[config.mk]
export PLATFORM = sky130hd
export DESIGN_NAME = axi4_lite_master
export DESIGN_NICKNAME = d
export VERILOG_FILES = /design/src/rtl/axi4_lite_master.sv
export SDC_FILE = /design/constraint.sdc
export NUM_CORES = 1
export LEC_CHECK = 0
export ABC_AREA = 1
export CORE_UTILIZATION = 40
export CTS_BUF_LIST = sky130_fd_sc_hd__clkbuf_4
export DETAILED_ROUTE_END_ITERATION = 8
export GPL_TIMING_DRIVEN = 0
export PLACE_DENSITY_LB_ADDON = 0.05
export SLEW_MARGIN = 20
export SYNTH_ARGS = -nofsm -noshare
export SYNTH_HDL_FRONTEND = slang
export SYNTH_SLANG_ARGS = --single-unit
[constraint.sdc]
create_clock -name aclk -period 11.6 [get_ports aclk]
set_input_delay 2.32 -clock aclk [delete_from_list [all_inputs] [get_ports aclk]]
set_output_delay 2.32 -clock aclk [all_outputs]
set_load 0.005 [all_outputs]
[src/rtl/axi4_lite_master.sv]
// axi4_lite_master
//   Turns single-beat requests from a local requester into AXI4-Lite
//   transactions. Only one transaction is in flight at a time. Its result
//   comes back on a valid/ready response port. A per-phase watchdog stops a
//   hung slave from blocking the requester forever.
//
// Ports
//   aclk, areset       clock (rising edge) and asynchronous active-high reset
//   cmd_*              command in: valid/ready, write flag, address, wdata, wstrb
//   rsp_*              response out: valid/ready, rdata, resp, timeout flag
//   aw*/w*/b*          AXI4-Lite write address, write data and write response
//   ar*/r*             AXI4-Lite read address and read data
//
// Parameters
//   ADDR_W, DATA_W     address and data widths (strobe width is DATA_W/8)
//   PROT               constant driven on awprot_out/arprot_out
//   TIMEOUT_CYCLES     maximum number of cycles per AXI phase; 0 disables the watchdog
module axi4_lite_master #(
   parameter int         ADDR_W         = 32,
   parameter int         DATA_W         = 32,
   parameter logic [2:0] PROT           = 3'b000,
   parameter int         TIMEOUT_CYCLES = 256
) (
   input  logic                aclk,
   input  logic                areset,
   input  logic                cmd_valid_in,
   output logic                cmd_ready_out,
   input  logic                cmd_write_in,
   input  logic [ADDR_W-1:0]   cmd_addr_in,
   input  logic [DATA_W-1:0]   cmd_wdata_in,
   input  logic [DATA_W/8-1:0] cmd_wstrb_in,
   output logic                rsp_valid_out,
   input  logic                rsp_ready_in,
   output logic [DATA_W-1:0]   rsp_rdata_out,
   output logic [1:0]          rsp_resp_out,
   output logic                rsp_timeout_out,
   output logic [ADDR_W-1:0]   awaddr_out,
   output logic [2:0]          awprot_out,
   output logic                awvalid_out,
   input  logic                awready_in,
   output logic [DATA_W-1:0]   wdata_out,
   output logic [DATA_W/8-1:0] wstrb_out,
   output logic                wvalid_out,
   input  logic                wready_in,
   input  logic [1:0]          bresp_in,
   input  logic                bvalid_in,
   output logic                bready_out,
   output logic [ADDR_W-1:0]   araddr_out,
   output logic [2:0]          arprot_out,
   output logic                arvalid_out,
   input  logic                arready_in,
   input  logic [DATA_W-1:0]   rdata_in,
   input  logic [1:0]          rresp_in,
   input  logic                rvalid_in,
   output logic                rready_out
);

   localparam int STRB_W = DATA_W / 8;
   localparam int CNT_W  = (TIMEOUT_CYCLES > 1) ? $clog2(TIMEOUT_CYCLES) : 1;
   // When the watchdog is disabled this value is never used.
   localparam logic [CNT_W-1:0] CNT_LAST = CNT_W'(TIMEOUT_CYCLES - 1);
   localparam logic             WDOG_EN  = (TIMEOUT_CYCLES != 0);

   localparam logic [2:0] S_IDLE    = 3'd0;
   localparam logic [2:0] S_WR_REQ  = 3'd1;
   localparam logic [2:0] S_WR_RESP = 3'd2;
   localparam logic [2:0] S_RD_REQ  = 3'd3;
   localparam logic [2:0] S_RD_DATA = 3'd4;
   localparam logic [2:0] S_RSP     = 3'd5;

   logic [2:0]        state_reg;
   logic [CNT_W-1:0]  count_reg;
   logic [ADDR_W-1:0] addr_reg;
   logic [DATA_W-1:0] wdata_reg;
   logic [STRB_W-1:0] wstrb_reg;

   logic cmd_hs, rsp_hs, aw_hs, w_hs, b_hs, ar_hs, r_hs;
   logic aw_clear, w_clear;
   logic in_phase, phase_done, expired;

   assign cmd_hs = cmd_valid_in && cmd_ready_out;
   assign rsp_hs = rsp_valid_out && rsp_ready_in;
   assign aw_hs  = awvalid_out && awready_in;
   assign w_hs   = wvalid_out && wready_in;
   assign b_hs   = bvalid_in && bready_out;
   assign ar_hs  = arvalid_out && arready_in;
   assign r_hs   = rvalid_in && rready_out;

   // In WR_REQ, a channel whose valid is already low has finished its handshake.
   assign aw_clear = !awvalid_out || aw_hs;
   assign w_clear  = !wvalid_out || w_hs;

   always_comb begin
      in_phase   = 1'b0;
      phase_done = 1'b0;
      case (state_reg)
         S_WR_REQ:  begin in_phase = 1'b1; phase_done = aw_clear && w_clear; end
         S_WR_RESP: begin in_phase = 1'b1; phase_done = b_hs;                end
         S_RD_REQ:  begin in_phase = 1'b1; phase_done = ar_hs;               end
         S_RD_DATA: begin in_phase = 1'b1; phase_done = r_hs;                end
         default:   begin in_phase = 1'b0; phase_done = 1'b0;                end
      endcase
   end

   assign expired = WDOG_EN && (count_reg == CNT_LAST);

   assign awaddr_out = addr_reg;
   assign araddr_out = addr_reg;
   assign wdata_out  = wdata_reg;
   assign wstrb_out  = wstrb_reg;
   assign awprot_out = PROT;
   assign arprot_out = PROT;

   always_ff @(posedge aclk or posedge areset) begin
      if (areset) begin
         state_reg       <= S_IDLE;
         count_reg       <= '0;
         addr_reg        <= '0;
         wdata_reg       <= '0;
         wstrb_reg       <= '0;
         cmd_ready_out   <= 1'b0;
         rsp_valid_out   <= 1'b0;
         rsp_rdata_out   <= '0;
         rsp_resp_out    <= 2'b00;
         rsp_timeout_out <= 1'b0;
         awvalid_out     <= 1'b0;
         wvalid_out      <= 1'b0;
         bready_out      <= 1'b0;
         arvalid_out     <= 1'b0;
         rready_out      <= 1'b0;
      end else if (in_phase && !phase_done && expired) begin
         // Watchdog expiry: abandon the transaction and report SLVERR with
         // the timeout flag. A handshake on this edge has already set
         // phase_done and takes priority.
         awvalid_out     <= 1'b0;
         wvalid_out      <= 1'b0;
         bready_out      <= 1'b0;
         arvalid_out     <= 1'b0;
         rready_out      <= 1'b0;
         rsp_valid_out   <= 1'b1;
         rsp_rdata_out   <= '0;
         rsp_resp_out    <= 2'b10;
         rsp_timeout_out <= 1'b1;
         state_reg       <= S_RSP;
      end else begin
         case (state_reg)
            S_IDLE: begin
               if (cmd_hs) begin
                  addr_reg      <= cmd_addr_in;
                  wdata_reg     <= cmd_wdata_in;
                  wstrb_reg     <= cmd_wstrb_in;
                  cmd_ready_out <= 1'b0;
                  count_reg     <= '0;
                  if (cmd_write_in) begin
                     awvalid_out <= 1'b1;
                     wvalid_out  <= 1'b1;
                     state_reg   <= S_WR_REQ;
                  end else begin
                     arvalid_out <= 1'b1;
                     state_reg   <= S_RD_REQ;
                  end
               end else begin
                  // This branch also raises ready on the first edge after reset.
                  cmd_ready_out <= 1'b1;
               end
            end
            S_WR_REQ: begin
               if (aw_hs) awvalid_out <= 1'b0;
               if (w_hs)  wvalid_out  <= 1'b0;
               if (phase_done) begin
                  bready_out <= 1'b1;
                  count_reg  <= '0;
                  state_reg  <= S_WR_RESP;
               end else begin
                  count_reg <= count_reg + CNT_W'(1);
               end
            end
            S_WR_RESP: begin
               if (b_hs) begin
                  bready_out      <= 1'b0;
                  rsp_valid_out   <= 1'b1;
                  rsp_rdata_out   <= '0;
                  rsp_resp_out    <= bresp_in;
                  rsp_timeout_out <= 1'b0;
                  state_reg       <= S_RSP;
               end else begin
                  count_reg <= count_reg + CNT_W'(1);
               end
            end
            S_RD_REQ: begin
               if (ar_hs) begin
                  arvalid_out <= 1'b0;
                  rready_out  <= 1'b1;
                  count_reg   <= '0;
                  state_reg   <= S_RD_DATA;
               end else begin
                  count_reg <= count_reg + CNT_W'(1);
               end
            end
            S_RD_DATA: begin
               if (r_hs) begin
                  rready_out      <= 1'b0;
                  rsp_valid_out   <= 1'b1;
                  rsp_rdata_out   <= rdata_in;
                  rsp_resp_out    <= rresp_in;
                  rsp_timeout_out <= 1'b0;
                  state_reg       <= S_RSP;
               end else begin
                  count_reg <= count_reg + CNT_W'(1);
               end
            end
            S_RSP: begin
               if (rsp_hs) begin
                  rsp_valid_out <= 1'b0;
                  cmd_ready_out <= 1'b1;
                  state_reg     <= S_IDLE;
               end
            end
            default: begin
               state_reg <= S_IDLE;
            end
         endcase
      end
   end

endmodule
==> results.cfg, run 1 <==
[grt]
grt_pass1_wl_mm = 27.1
grt_usage_pct = 23.5
grt_max_degree = 67
gr-total-overflow = 0
grt_antenna_before_repair = 0
grt_pass1_vias = 5378

[sta]
slew_headroom_pct = 65.3
layout_worst_path_cycle_share_pct = 33.3
fin_skew_ns = 0.0143
max_freq_mhz = 259
period_minus_slack_ns = 3.87
drv_slew = 0
setup_violations = 0
setup_tns_ns = 0
rsz0062_at_grt = no
worst_slew_pin_slew_ns = 0.520
hold_viol = 0

[clock_network]
cts_buffer_depth = 2
root_buffer = clkbuf_4
clkTransAtPathRegs_ns = 0.10
postCtsHoldBufs = 0
htreeDepth = 4
cts_setup_buffers = 0
cts_buffers = 17
cts_tree = built
worstSkewPairLatency_ns = 0.52
cts_resized = 0
cts_sinks = 121

[floorplan]
io_pins = 262
dieArea_sq_um = 15100
coreArea_sq_um = 14000
fp-row-count = 43
die_width_microns = 123
initial_core_util_pct = 41.5
chipHeight_microns = 123

[critical_path]
cp_slowest_cell = clkdlybuf4s50_1
cpPeakStageDelay_ns = 0.51
start_kind = flip-flop
ff2ff_setup_slack_ns = 9.69
path_cells = buf_4 -> clkdlybuf4s50_1
arrival_ns = 1.55
endpoint_kind = output port
path_max_fanout = 3
worstPathRequired_ns = 9.28
path_class = reg2out

[placed_design]
dp_hpwl_mm = 13.0
portBuffers = 255
gp_congestion = 0.851
dp_cells = 1136

[layout]
syn2layout_area_growth_pct = 52.7
n_antenna_cell = 0
finalNetCount = 1090
final-instance-count-excl-fill = 1168
drive_gt1_share_pct = 13.7

[detailed_routing]
ant_nets = 0
routed_wl_mm = 17.2
route.vias.total = 5601
drt_drc_violations_left = 0
wl_per_cell_microns = 14.8
drtIter0Drc = 245
viasPerCell = 4.80
drtPass1Iterations = 6

[logic_synthesis]
synth_area_leaders = dfrtp_1, nand2_1, buf_4
synth.distinct_cells = 31
avgSynthCellArea_sq_um = 8.39
ys_warn_count = 0
synth-edff-count = 0
syn_area_sq_um = 5830
synth.largest_area_cell = dfrtp_1
synthFlopType = dfrtp_1
yosys.area.top_type_share_pct = 51.9
synth-seq-cells = 121
syn_inst = 695
synth-seq-area-share_pct = 51.9
ys_async_sr_fraction_pct = 100

[status]
outcome = finished, final reports clean

[flow_run]
maxCapViolCount = 0

[worst_hold_path]
hp-class = reg2reg

[power]
powerDensity_nw_per_um2 = 248
ir_worst_vdd_v = 0.000114
p_leak_nw = 4.34
## logic make-up after synthesis
logic type	Yosys count	synth area share, %
xor gates and xnor gates	2	0.300
buffers and inverters	105	10.1
and+or+nand+nor	409	31.7
adders and majority gates	1	0.214
AOI/OAI and AO/OA	55	5.58
muxes	1	0.193
other	1	0.0643
DFF	121	51.9
## worst max-delay path: cells and delay by family (launching register included)
family   cells  cell delay, ns
buf+inv      2            0.63
flops        1            0.40
## cells in the mapped netlist (6+ instances only)
library cell,count
nand2_1,288
dfrtp_1,121
nor2_1,44
buf_4,40
a31oi_1,32
inv_1,28
nor3_2,28
nand3_1,18
clkbuf_1,14
buf_2,11
nand4_1,9
a21oi_1,8
o21ai_0,8
inv_2,7
nand2_2,6
## worst paths after layout
check                                from                 to  cells after the start
min in group asynchronous          areset  rsp_rdata_out[15]                      2
hold reg to reg             wdata_out[25]      wdata_out[25]                      2
setup / recovery           araddr_out[12]     awaddr_out[12]                      2
setup reg to reg             state_reg[0]       wdata_out[7]                     10
max in group asynchronous          areset       wdata_out[9]                      3
hold / removal              wdata_out[25]      wdata_out[25]                      2
## per-stage QoR
stage          hold slack, ns  total power [mW]  instance area, sq um  utilization (%)  worst slack (ns)
5_1_grt                 0.504              2.38                  8910             63.5              7.60
2_1_floorplan           0.465              1.30                  5850                -              6.07
4_1_cts                 0.481              2.23                  8910             63.5              7.67
6_report                0.478              2.21                  8910             63.5              7.73
3_3_place_gp            0.456              1.91                  8630             61.5              4.27
3_5_place_dp            0.458              1.95                  8660             61.7              7.47
## placed cells by master, fill, tap and decap left out, types with 4 or more instances in the layout
master	synthesis	layout
buf_6	4	4
o21ai_0	8	8
clkbuf_4	0	18
inv_2	7	7
a31oi_1	32	32
nor3_2	28	28
clkdlybuf4s50_1	0	255
inv_1	28	27
o21ai_1	4	4
nand4_1	9	9
clkbuf_1	14	14
nor2_1	44	44
buf_2	11	11
nand2_1	288	288
dfrtp_1	121	121
nor2_4	4	4
conb_1	1	6
buf_4	40	40
clkinv_1	0	8
nor3_1	4	4
nand3_1	18	18
a21oi_1	8	8
nand2_2	6	6
## final cells by class
cell class | instances | area (sq um)
Fill cell | 1242 | 5130
Sequential cell | 121 | 3030
Clock buffer | 18 | 135
Timing Repair Buffer | 256 | 2580
Clock inverter | 14 | 113
Tap cell | 180 | 225
Buffer | 70 | 457
Multi-Input combinational cell | 474 | 2240
Inverter | 35 | 136
## where the power goes
group / internal [mW] / switching, mW
combinational: 0.670 / 0.518
clock: 0.123 / 0.152
sequential: 0.614 / 0.129
## metal layers
metal,vias to the layer above,routed length [microns],track usage [%]
met3,28,1040,5.16
met1,2660,7070,28.7
met2,187,8740,40.4
met4,0,375,8.99
li1,2726,-,-
met5,-,0,0
Note: power is estimated with default switching activity, not from simulation.
==> run 2, diff against run 1 <==
- CORE_UTILIZATION: 40 -> 39
- clock period: 11.6 -> 3.25 ns (I/O delays scaled with it)
==> run 2 against run 1 <==
Effect of this change:
- die area increased by 2.5%
- wire length increased by 0.73%
- global-route usage decreased by 0.39 points
- clock-buffer cell count is 2 higher
- clock skew is essentially flat
==> results.cfg, run 2 (synthesis results as in run 1) <==
[status]
outcome = finished, final reports clean

[layout]
finalNetCount = 1093
drive_gt1_share_pct = 14.2
finalCoreUtilization_pct = 61.7
final-instance-count-excl-fill = 1175
n_antenna_cell = 0
final_common_cell = nand2_1
syn2layout_area_growth_pct = 54.4
mostFrequentLayoutCells = nand2_1, clkdlybuf4s50_1, dfrtp_1

[floorplan]
chipHeight_microns = 124
dieArea_sq_um = 15500
coreArea_sq_um = 14600
fp-row-count = 44
die_width_microns = 124
initial_core_util_pct = 40.0
io_pins = 262

[detailed_routing]
drtIter0Drc = 289
route.vias.total = 5567
drtPass1Iterations = 5
routed_wl_mm = 17.4
wl_per_cell_microns = 14.8
viasPerCell = 4.74
drt_drc_violations_left = 0
ant_nets = 0

[sta]
layout_worst_path_cycle_share_pct = 67.9
rsz0062_at_grt = no
worst_slew_pin_slew_ns = 0.536
fin_skew_ns = 0.0138
drv_slew = 0
max_freq_mhz = 453
period_minus_slack_ns = 2.21
hold_viol = 0
slew_headroom_pct = 64.2
setup_violations = 0
hold_ws_ns = 0.481

[critical_path]
path_max_fanout = 3
worstPathRequired_ns = 2.60
arrival_ns = 1.56
path_class = reg2out
crit_family = buffers and inverters
critPathBufInv = 2
start_kind = flip-flop
path_cells = buf_4 -> clkdlybuf4s50_1
r2r_start = state_reg[0]
cpPeakStageDelay_ns = 0.49
cp_slowest_cell = clkdlybuf4s50_1
startpoint = araddr_out[1]
endpoint_kind = output port

[grt]
gr-total-overflow = 0
grt_usage_pct = 23.1
grt_max_degree = 31
grt_pass1_vias = 5518
grt_antenna_before_repair = 0
grt_pass1_wl_mm = 28.2

[clock_network]
clkTransAtPathRegs_ns = 0.09
worstSkewPairLatency_ns = 0.53
postCtsHoldBufs = 0
cts_resized = 0
root_buffer = clkbuf_4
cts_sinks = 121
cts_buffer_depth = 2
cts_setup_buffers = 0
cts_buffers = 17
cts_tree = built
htreeDepth = 4

[placed_design]
dp_hpwl_mm = 13.6
dp_cells = 1143
portBuffers = 255
gp_congestion = 0.825

[power]
p_leak_nw = 4.38
ir_worst_vdd_v = 0.000431
powerDensity_nw_per_um2 = 888

[worst_hold_path]
min_from = wdata_out[29]
hp-class = reg2reg

[flow_run]
maxCapViolCount = 0
## run 2: cell types whose count changed in the layout (fill, tap and decap cells not counted)
cell / change
buf_12: +3
bufinv_16: +1
clkbuf_4: +2
clkinv_1: -3
clkinvlp_4: +1
inv_6: -1
## run 2: final timing paths
kind	to	slack, ns	cells after the start
max in group asynchronous	bready_out	2.04	4
setup reg to reg	wdata_out[8]	1.32	10
hold / removal	wdata_out[29]	0.48	2
min in group asynchronous	wdata_out[27]	0.51	2
setup / recovery	awaddr_out[1]	1.04	2
hold reg to reg	wdata_out[29]	0.48	2
## run 2: worst min-delay path, stage by stage (launching register included)
cell and delay [ns]:
dfrtp_1 0.35, nand2_1 0.05, nand2_1 0.05
## run 2: routing by layer
metal	up-vias	GRT usage [%]	routed length, microns
li1	2738	-	-
met1	2594	27.0	7170
met4	0	10.5	558
met5	-	0	0
met3	35	5.28	823
met2	200	40.2	8810
## run 2: metrics by stage
stage	power (mW)	cell area [sq um]	setup WS [ns]	TNS [ns]
6_report	8.00	9010	1.04	0
5_1_grt	8.62	9010	0.948	0
4_1_cts	8.10	9010	0.981	0
3_5_place_dp	6.98	8730	0.790	0
3_3_place_gp	6.85	8640	-0.0695	-7.38
2_1_floorplan	4.63	5860	1.12	0
## run 2: power breakdown
part           switching [mW]  internal, mW  total (mW)
registers               0.454          2.19        2.64
logic                    1.86          2.40        4.26
clock network           0.553         0.542        1.09
total                    2.87          5.13        8.00
## run 2: final cells by class
type / count / area [sq um]
Clock buffer: 20 / 150
Timing Repair Buffer: 259 / 2640
Multi-Input combinational cell: 474 / 2240
Buffer: 70 / 457
Inverter: 35 / 135
Tap cell: 184 / 230
Fill cell: 1289 / 5580
Sequential cell: 121 / 3030
Clock inverter: 12 / 131
